==> src/rtl/vm_input_conditioner.sv <==
// vm_input_conditioner: synchronises and debounces the selection, coin and
// coins-display inputs, then turns selection/coin presses into arbitrated
// single-cycle one-hot pulses. Coins beat selections; a beaten selection is
// parked in a one-entry pending register and issues on a later cycle.
module vm_input_conditioner #(
  parameter int unsigned DEBOUNCE_CYCLES = 1_000_000,
  localparam int unsigned CNT_W = $clog2(DEBOUNCE_CYCLES + 1)
) (
  input  logic       clk,
  input  logic       cancelReset,
  input  logic [8:0] sel_raw,
  input  logic [5:0] coin_raw,
  input  logic       coins_disp_raw,
  output logic [8:0] sel_pulse,
  output logic [5:0] coin_pulse,
  output logic       coins_disp,
  output logic       collision
);

  localparam int unsigned N_IN = 16;
  localparam int unsigned N_EV = 15;
  localparam logic [CNT_W-1:0] CNT_MAX = CNT_W'(DEBOUNCE_CYCLES - 1);

  typedef enum logic {EMPTY, HELD} pend_t;

  logic [N_IN-1:0]  raw;
  logic [N_IN-1:0]  sync1;
  logic [N_IN-1:0]  sync2;
  logic [N_IN-1:0]  stable;
  logic [N_EV-1:0]  stable_d;
  logic [CNT_W-1:0] cnt [N_IN];

  logic [N_EV-1:0] cand;
  logic [8:0]      sel_cand;
  logic [5:0]      coin_cand;
  logic [8:0]      sel_win;
  logic [5:0]      coin_win;
  logic            sel_any;
  logic            coin_any;
  logic            sel_coll;
  logic            coin_coll;

  pend_t      pend_state;
  logic [8:0] pend_sel;

  assign raw = {coins_disp_raw, coin_raw, sel_raw};

  // Two-flop synchronisers plus per-input debounce counters
  always_ff @(posedge clk or posedge cancelReset) begin
    if (cancelReset) begin
      sync1    <= '0;
      sync2    <= '0;
      stable   <= '0;
      stable_d <= '0;
      for (int i = 0; i < N_IN; i++) cnt[i] <= '0;
    end else begin
      sync1    <= raw;
      sync2    <= sync1;
      stable_d <= stable[N_EV-1:0];
      for (int i = 0; i < N_IN; i++) begin
        if (sync2[i] != stable[i]) begin
          if (cnt[i] == CNT_MAX) begin
            stable[i] <= ~stable[i];
            cnt[i]    <= '0;
          end else begin
            cnt[i] <= cnt[i] + CNT_W'(1);
          end
        end else begin
          cnt[i] <= '0;
        end
      end
    end
  end

  // Rising edges of the debounced levels and lowest-index arbitration per group
  always_comb begin
    cand      = stable[N_EV-1:0] & ~stable_d;
    sel_cand  = cand[8:0];
    coin_cand = cand[14:9];
    sel_win   = sel_cand & (~sel_cand + 9'd1);
    coin_win  = coin_cand & (~coin_cand + 6'd1);
    sel_any   = |sel_cand;
    coin_any  = |coin_cand;
    sel_coll  = |(sel_cand & (sel_cand - 9'd1));
    coin_coll = |(coin_cand & (coin_cand - 6'd1));
  end

  // Output pulses and the pending-selection register; coins always go first
  always_ff @(posedge clk or posedge cancelReset) begin
    if (cancelReset) begin
      sel_pulse  <= '0;
      coin_pulse <= '0;
      coins_disp <= 1'b0;
      collision  <= 1'b0;
      pend_state <= EMPTY;
      pend_sel   <= '0;
    end else begin
      sel_pulse  <= '0;
      coin_pulse <= '0;
      coins_disp <= stable[N_IN-1];
      // a selection that finds the pending slot occupied behind a coin is lost
      collision  <= sel_coll | coin_coll | (coin_any & sel_any & (pend_state == HELD));
      if (coin_any) begin
        coin_pulse <= coin_win;
        if ((pend_state == EMPTY) && sel_any) begin
          pend_state <= HELD;
          pend_sel   <= sel_win;
        end
      end else if (pend_state == HELD) begin
        sel_pulse <= pend_sel;
        if (sel_any) begin
          pend_sel <= sel_win;
        end else begin
          pend_state <= EMPTY;
          pend_sel   <= '0;
        end
      end else begin
        sel_pulse <= sel_win;
      end
    end
  end

endmodule

==> config.mk <==
export PLATFORM = sky130hd
export DESIGN_NAME = vm_input_conditioner
export DESIGN_NICKNAME = d
export VERILOG_FILES = /design/src/rtl/vm_input_conditioner.sv
export SDC_FILE = /design/constraint.sdc
export NUM_CORES = 1
export LEC_CHECK = 0
export ABC_AREA = 1
export BUFFER_PORTS_ARGS = -buffer_cell sky130_fd_sc_hd__buf_2
export CORE_MARGIN = 1
export CORE_UTILIZATION = 30
export DETAILED_ROUTE_END_ITERATION = 16
export MAX_ROUTING_LAYER = met4
export PLACE_DENSITY = 0.54
export SETUP_SLACK_MARGIN = 0.3
export SLEW_MARGIN = 20
export SYNTH_ARGS = -nofsm -noshare
export SYNTH_HDL_FRONTEND = slang
export SYNTH_SLANG_ARGS = --single-unit
==> constraint.sdc <==
create_clock -name clk -period 14.29 [get_ports clk]
set_input_delay 0.7145 -clock clk [delete_from_list [all_inputs] [get_ports clk]]
set_output_delay 0.7145 -clock clk [all_outputs]
set_load 0.1 [all_outputs]
==> results of run 1 <==
-- sequential cells by signal, summed over array words and instances (netlist names) --
signal      count
coin_pulse      6
sync1          16
coins_disp      1
stable         16
sel_pulse       9
sync2          16
stable_d       15
pend_sel        9
pend_state      1
cnt           320
collision       1
-- logic make-up (layout without fill, tap and decap cells) --
group           Yosys count  after routing
flops                   410            410
fa+ha+maj                16             16
buf+inv                 357            480
xor+xnor                128            128
compound gates          169            169
simple gates           1432           1432
-- per-stage QoR --
stage / instances / utilization, % / cell area, sq um / setup WS (ns) / power [mW]
finish: 3508 / 34.8 / 23300 / 12.08 / 2.56
global route: 3508 / 34.8 / 23300 / 12.02 / 2.68
CTS: 3508 / 34.8 / 23300 / 12.03 / 2.62
detailed placement: 3418 / 32.2 / 21600 / 11.87 / 1.28
global placement: 3418 / 32.2 / 21600 / 11.87 / 1.28
floorplan: 2512 / - / 20300 / 2.17 / 1.26
-- placed cells by master, fill, tap and decap left out, types with 7 or more instances in the layout --
master     count
nor3_2        23
buf_2         34
dfrtp_1      410
nor2_1       493
o21ai_0       53
nor2_2        27
nor2_4        10
inv_2         53
nand3_1      172
nor3b_1       22
xnor2_1       32
a21oi_1       85
clkbuf_8       9
clkbuf_1      13
nand3_2        7
bufinv_16      7
o21ai_1       17
nand2_1      483
ha_1          16
xor2_1        96
nand4_1       39
nor3_1       100
nand2_2       25
clkbuf_16     50
clkinv_2       7
inv_1        299
-- report_power, final --
part	switching (mW)	internal (mW)
Clock	0.490	0.815
Sequential	0.0110	1.18
Combinational	0.0518	0.0180
-- worst paths after layout --
kind	startpoint	to	slack, ns
min in group asynchronous	cancelReset	sync1[11]	0.24
worst min register to register	sync1[8]	sync2[8]	0.35
worst min-delay path	coin_raw[5]	sync1[14]	0.23
worst max-delay path	sel_pulse[8]	sel_pulse[8]	12.08
worst max register to register	cnt[220]	cnt[237]	12.45
max in group asynchronous	cancelReset	cnt[11]	12.61
-- cell type report --
type | count | share of cell area (%)
flip-flops and latches | 410 | 44.0
multi-input cells | 1745 | 37.4
clock buffers | 72 | 6.11
inverters | 353 | 5.72
well taps | 873 | 4.69
clock inverters | 18 | 1.22
repair buffers | 37 | 0.880
-- synth_stat cells (7+ instances only) --
cell type	count
nor2_1	493
nand2_1	483
dfrtp_1	410
inv_1	300
nand3_1	172
nor3_1	100
xor2_1	96
a21oi_1	85
inv_2	53
o21ai_0	53
nand4_1	39
xnor2_1	32
nor2_2	27
nand2_2	25
nor3_2	23
nor3b_1	22
o21ai_1	17
ha_1	16
nor2_4	10
nand3_2	7
-- per-layer routing --
layer  global-route usage, %  vias up
li1                        -     8096
met1                    16.8     7051
met2                    19.9      146
met3                    2.31       64
met4                    3.24        0
met5                       -        -
==> qor.csv, run 1 <==
stage,metric,value,unit
detailed_routing,remaining antenna violation count after routing,0,
critical_path,worst setup path class,flip-flop to primary output,
placement,Final Wtd Congestion,0.823,
synthesis,Syn Nets,2546,
floorplan,full die area,68800,sq um
placement,number of I/O port buffers,34,
synthesis,simple-gate portion of the synthesized area,32.1,%
floorplan,die outline height,262,um
floorplan,number of standard-cell rows in the floorplan,95,
synthesis,library cell with the largest summed area after synthesis,dfrtp_1,
synthesis,post-synth design cell area,20300,sq um
cells_and_area,final net count,2630,
clocking,"Gates resized, CTS repair",0,
floorplan,IO Count,35,
critical_path,type of origin of the critical path,flip-flop,
job,max-cap violations,0,
critical_path,sort of element at the end of the critical path,primary output,
global_routing,maximum number of pins on one net before global-route repair,171,
critical_path,required time of the critical path,13.58,ns
timing,total setup violations reported at the end of the flow,0,
detailed_routing,Routed wire per std cell,11.7,um
synthesis,largest cells by area after synthesis,"dfrtp_1 50%, nor2_1 9.1%, nand2_1 8.9%",
global_routing,via count of the first global-routing pass,15000,
clocking,# clock sinks,410,
clocking,clock transition at the register clock pins on the worst setup and hold paths after CTS,0.06,ns
floorplan,Core Region,67000,sq um
detailed_routing,aggregate routed wire length,41.1,mm
synthesis,share of synthesized flip-flops with an asynchronous set or reset,100,%
detailed_routing,First DRT Iteration DRCs,844,
clocking,number of buffers inserted during clock tree synthesis,49,
clocking,clock tree from TritonCTS,done,
clocking,Root Buffer Master,clkbuf_16,
global_routing,Total Routing Usage GR,12.6,%
floorplan,Die X,262,um
critical_path,Slowest cell on crit path,buf_2,
min_path,Min-Delay Path Depth,1,
timing,Fmax achieved,0.452,GHz
global_routing,GR Overflow Total,0,
global_routing,number of antenna violations at the first check in global routing,0,
synthesis,fraction of the mapped netlist area in compound gates,4.30,%
cells_and_area,antenna cell count,0,
synthesis,number of unique standard cell types used by synthesis,37,
clocking,Bufs on Longest Clock Path,3,
cells_and_area,area overhead of the layout relative to synthesis,14.7,%
synthesis,instance count of the mapped netlist,2512,
timing,fraction of the cycle the final worst path needs,15.5,%
timing,final hold vios,0,
critical_path,depth of the worst register-to-register path,8,
timing,Final Hold Slack,0.231,ns
synthesis,number of warnings printed during yosys synthesis,0,
timing,Max-Slew Margin vs Limit,37.3,%
global_routing,global-route wire length before repair,71.7,mm
critical_path,total number of cells along the worst setup path,1,
cells_and_area,count of fill cells added during filler insertion,7020,
min_path,worst min-delay path class,primary input to flip-flop,
critical_path,signal arrival time at the worst endpoint,1.50,ns
detailed_routing,routed length on met2,18.3,mm
detailed_routing,total DRC errors in the routed layout,0,
detailed_routing,top metal layer carrying routed signals,met4,
cells_and_area,area of the multi-input gates,8710,sq um
synthesis,"arithmetic-cell share of the synthesized area counting full adders, half adders and majority gates",0.985,%
power_and_ir_drop,Leakage Power,10.5,nW
power_and_ir_drop,power density of the placed cells,110,nW/um^2
synthesis,total of flip-flops plus latches after synthesis,410,
synthesis,register area share after synthesis,50.5,%
synthesis,dominant combinational cell family by area after synthesis,simple AND/OR/NAND/NOR gates,
timing,final number of max-transition violations,0,
critical_path,largest fanout of any net on the critical path,1,
timing,unrepaired setup endpoints after global routing,false,
synthesis,xor/xnor share of the synthesized area,5.52,%
synthesis,average cell area after synthesis,8.09,sq um
timing,slew at the pin closest to its max-slew limit,0.940,ns
timing,final total negative setup slack,0,ns
synthesis,share of synthesized area spent on multiplexers,0,%
detailed_routing,vias per cell,4.38,
clocking,number of H-tree levels,2,
synthesis,most common flop cell mapped by yosys,dfrtp_1,
clocking,total setup buffers inserted after CTS,0,
critical_path,number of buffer and inverter stages on the critical path,1,
detailed_routing,wire length on met1,20.7,mm
timing,clock period minus final worst setup slack,2.21,ns
critical_path,cell family contributing the most delay on the critical path,buffers and inverters,
cells_and_area,register cell area after layout,10300,sq um
detailed_routing,amount of wire on met3 after detailed routing,1.32,mm
synthesis,number of synthesized flops with an enable pin,0,
placement,post-detail-place hpwl,28.8,mm
critical_path,ordered cell list for the critical path,buf_2,
floorplan,initial cell density of the core,30.3,%
clocking,Post-CTS Hold Buffers,0,
clocking,clk_lat worst skew,0.58,ns
power_and_ir_drop,worst IR drop on VDD,88.6,uV
synthesis,proportion of netlist area held by the largest area contributor,50.5,%
critical_path,slowest cell delay on critical path,0.47,ns
detailed_routing,First-pass DRT Iterations,5,
status,run status,"finished, final reports clean",
cells_and_area,layout cell share with drive strength beyond 1,10.4,%
timing,worst setup skew after layout,0.0254,ns
detailed_routing,total via count in the routed design,15400,
Note: power is estimated with default switching activity, not from simulation.
==> run 2: changes to the inputs <==
--- a/config.mk
+++ b/config.mk
@@ -11,7 +11,7 @@
 export CORE_UTILIZATION = 30
 export DETAILED_ROUTE_END_ITERATION = 16
 export MAX_ROUTING_LAYER = met4
-export PLACE_DENSITY = 0.54
+export PLACE_DENSITY = 0.56
 export SETUP_SLACK_MARGIN = 0.3
 export SLEW_MARGIN = 20
 export SYNTH_ARGS = -nofsm -noshare
==> constraint.sdc (replaced) <==
create_clock -name clk -period 2 [get_ports clk]
set_input_delay 0.1 -clock clk [delete_from_list [all_inputs] [get_ports clk]]
set_output_delay 0.1 -clock clk [all_outputs]
set_load 0.1 [all_outputs]
==> run 2 against run 1 <==
Net effect: wire length is 1.3% higher; die area stayed put; non-clock buffer count is 64 higher; critical path type is now flip-flop to flip-flop; first-iteration DRC count is 6.0% higher; setup slack worse by 12 ns; critical path depth is 7 higher; sequential cell count stayed put; hold slack worse by 0.077 ns; sequential power grew to 7.1 times the previous value; cell count is 1.8% higher.
==> qor.csv, run 2 (same netlist as run 1, synthesis figures left out) <==
stage,metric,value,unit
status,run status,"finished, final reports clean",
floorplan,IO Count,35,
power_and_ir_drop,portion of total power attributed to the clock network,50.8,%
cells_and_area,register cell area after layout,10300,sq um
critical_path,flop-to-flop setup slack,0.40,ns
power_and_ir_drop,NetSw,3.97,mW
power_and_ir_drop,Internal Pwr Total,14.5,mW
power_and_ir_drop,logic gate share of total power,3.3,%
timing,final number of max-transition violations,0,
critical_path,depth of the worst register-to-register path,8,
cells_and_area,final net count,2693,
floorplan,die outline height,262,um
cells_and_area,antenna cell count,0,
timing,Fmax achieved,0.625,GHz
detailed_routing,remaining antenna violation count after routing,0,
placement,post-detail-place hpwl,29.8,mm
detailed_routing,Routed wire per std cell,11.7,um
timing,unrepaired setup endpoints after global routing,true,
timing,Max-Slew Margin vs Limit,62.7,%
timing,slew at the pin closest to its max-slew limit,0.564,ns
timing,final total negative setup slack,0,ns
critical_path,slowest cell delay on critical path,0.46,ns
cells_and_area,area of the multi-input gates,8970,sq um
timing,Final Hold Slack,0.155,ns
floorplan,initial cell density of the core,30.3,%
power_and_ir_drop,power density of the placed cells,765,nW/um^2
floorplan,Die X,262,um
min_path,worst min-delay path class,primary input to asynchronous set/reset pin,
detailed_routing,First-pass DRT Iterations,5,
placement,number of I/O port buffers,34,
clocking,number of H-tree levels,2,
clocking,Root Buffer Master,clkbuf_16,
detailed_routing,vias per cell,4.35,
critical_path,ordered cell list for the critical path,nand2_2 -> nand2_2 -> nor2_4 -> nand3b_1 -> nand3_4 -> nand2_4 -> nand2_1 -> nand2_1,
cells_and_area,register containing the most flip-flops in the final layout,cnt,
critical_path,endpoint of the worst register-to-register path,pend_sel[1],
floorplan,number of standard-cell rows in the floorplan,95,
critical_path,required time of the critical path,2.47,ns
detailed_routing,aggregate routed wire length,41.6,mm
job,max-cap violations,0,
floorplan,full die area,68800,sq um
cells_and_area,Post-Layout Inst Area,24200,sq um
cells_and_area,count of fill cells added during filler insertion,6908,
critical_path,largest fanout of any net on the critical path,9,
cells_and_area,most frequent cells in the layout,"489 x nor2_1, 479 x nand2_1, 408 x dfrtp_1",
clocking,clk_lat worst skew,0.58,ns
power_and_ir_drop,worst IR drop on VDD,491,uV
critical_path,Slowest cell on crit path,dfrtp_1,
global_routing,maximum number of pins on one net before global-route repair,72,
global_routing,GR Overflow Total,0,
cells_and_area,layout cell share with drive strength beyond 1,13.1,%
clocking,Bufs on Longest Clock Path,3,
cells_and_area,area overhead of the layout relative to synthesis,19.0,%
critical_path,reg-to-reg critical path startpoint,stable[0],
timing,clock period minus final worst setup slack,1.60,ns
detailed_routing,First DRT Iteration DRCs,895,
critical_path,type of origin of the critical path,flip-flop,
clocking,clock transition at the register clock pins on the worst setup and hold paths after CTS,0.06,ns
global_routing,via count of the first global-routing pass,14900,
critical_path,sort of element at the end of the critical path,flip-flop,
global_routing,global-route wire length before repair,71.4,mm
placement,placed standard-cell area,21800,sq um
power_and_ir_drop,Leakage Power,10.9,nW
critical_path,signal arrival time at the worst endpoint,2.07,ns
power_and_ir_drop,sequential power share,45.9,%
timing,worst setup skew after layout,0.0138,ns
clocking,number of buffers inserted during clock tree synthesis,48,
global_routing,number of antenna violations at the first check in global routing,1,
detailed_routing,total via count in the routed design,15500,
floorplan,Core Region,67000,sq um
timing,total setup violations reported at the end of the flow,0,
timing,final hold vios,0,
cells_and_area,flip-flop count of the largest register after layout,320,
power_and_ir_drop,total power draw,18.5,mW
detailed_routing,total DRC errors in the routed layout,0,
power_and_ir_drop,Net Sw Frac,21.4,%
critical_path,worst setup path class,flip-flop to flip-flop,
cells_and_area,most frequent standard cell in the layout excluding fill and tap cells,nor2_1,
global_routing,Total Routing Usage GR,12.6,%
clocking,# clock sinks,410,
timing,fraction of the cycle the final worst path needs,80.0,%
placement,Final Wtd Congestion,0.856,
clocking,clock tree from TritonCTS,done,
## run 2: per-layer routing
metal / part of all wire (%) / GRT usage, % / up-vias
li1: - / - / 8248
met1: 51 / 17.0 / 7056
met2: 44 / 19.4 / 165
met3: 3.5 / 2.48 / 52
met4: 1.7 / 3.21 / 0
met5: 0 / - / -
## run 2: critical path, delay by kind of cell, from the launching register on
kind / cells / cell delay, ns
flops: 1 / 0.46
simple gates: 8 / 1.03
## run 2: final cells by class
cell class	count	share of cell area, %
inverters	353	5.50
repair buffers	101	3.37
well taps	873	4.51
clock inverters	19	1.33
flip-flops and latches	410	42.4
multi-input cells	1745	37.1
clock buffers	69	5.79
## run 2: repair_timing
item	in CTS	in global routing
buffers inserted	0	25
setup endpoints to repair	9	115
pin swaps	0	14
hold endpoints to repair	426	0
hold buffers	17	0
gates cloned	0	0
resized for setup	1	56
## run 2: how the worst max path moves through the flow
stage                start           to  slack [ns]  cells past startpoint
2_1_floorplan  cancelReset       cnt[0]       -3.63                      1
3_3_place_gp    stable[13]  pend_sel[4]        0.31                      8
3_5_place_dp    stable[13]  pend_sel[4]        0.29                      8
4_1_cts             cnt[0]      cnt[14]        0.31                      8
5_1_grt            cnt[40]      cnt[58]        0.27                      6
6_report         stable[0]  pend_sel[1]        0.40                      8
## run 2: power groups by stage
stage / Combinational (mW) / Clock, mW / Sequential, mW
after floorplan: 0.377 / 0 / 8.62
after global placement: 0.571 / 0 / 8.64
after detailed placement: 0.571 / 0 / 8.64
after CTS: 0.601 / 9.71 / 8.49
after global routing: 0.715 / 10.1 / 8.50
final: 0.612 / 9.40 / 8.49
## run 2: stage by stage
step,std cells,utilization (%),setup slack (ns)
final,3570,36.1,0.399
after floorplan,2512,-,-3.63
after global placement,3440,32.6,0.310
after detailed placement,3440,32.6,0.293
after CTS,3545,35.4,0.306
after global routing,3570,36.1,0.266
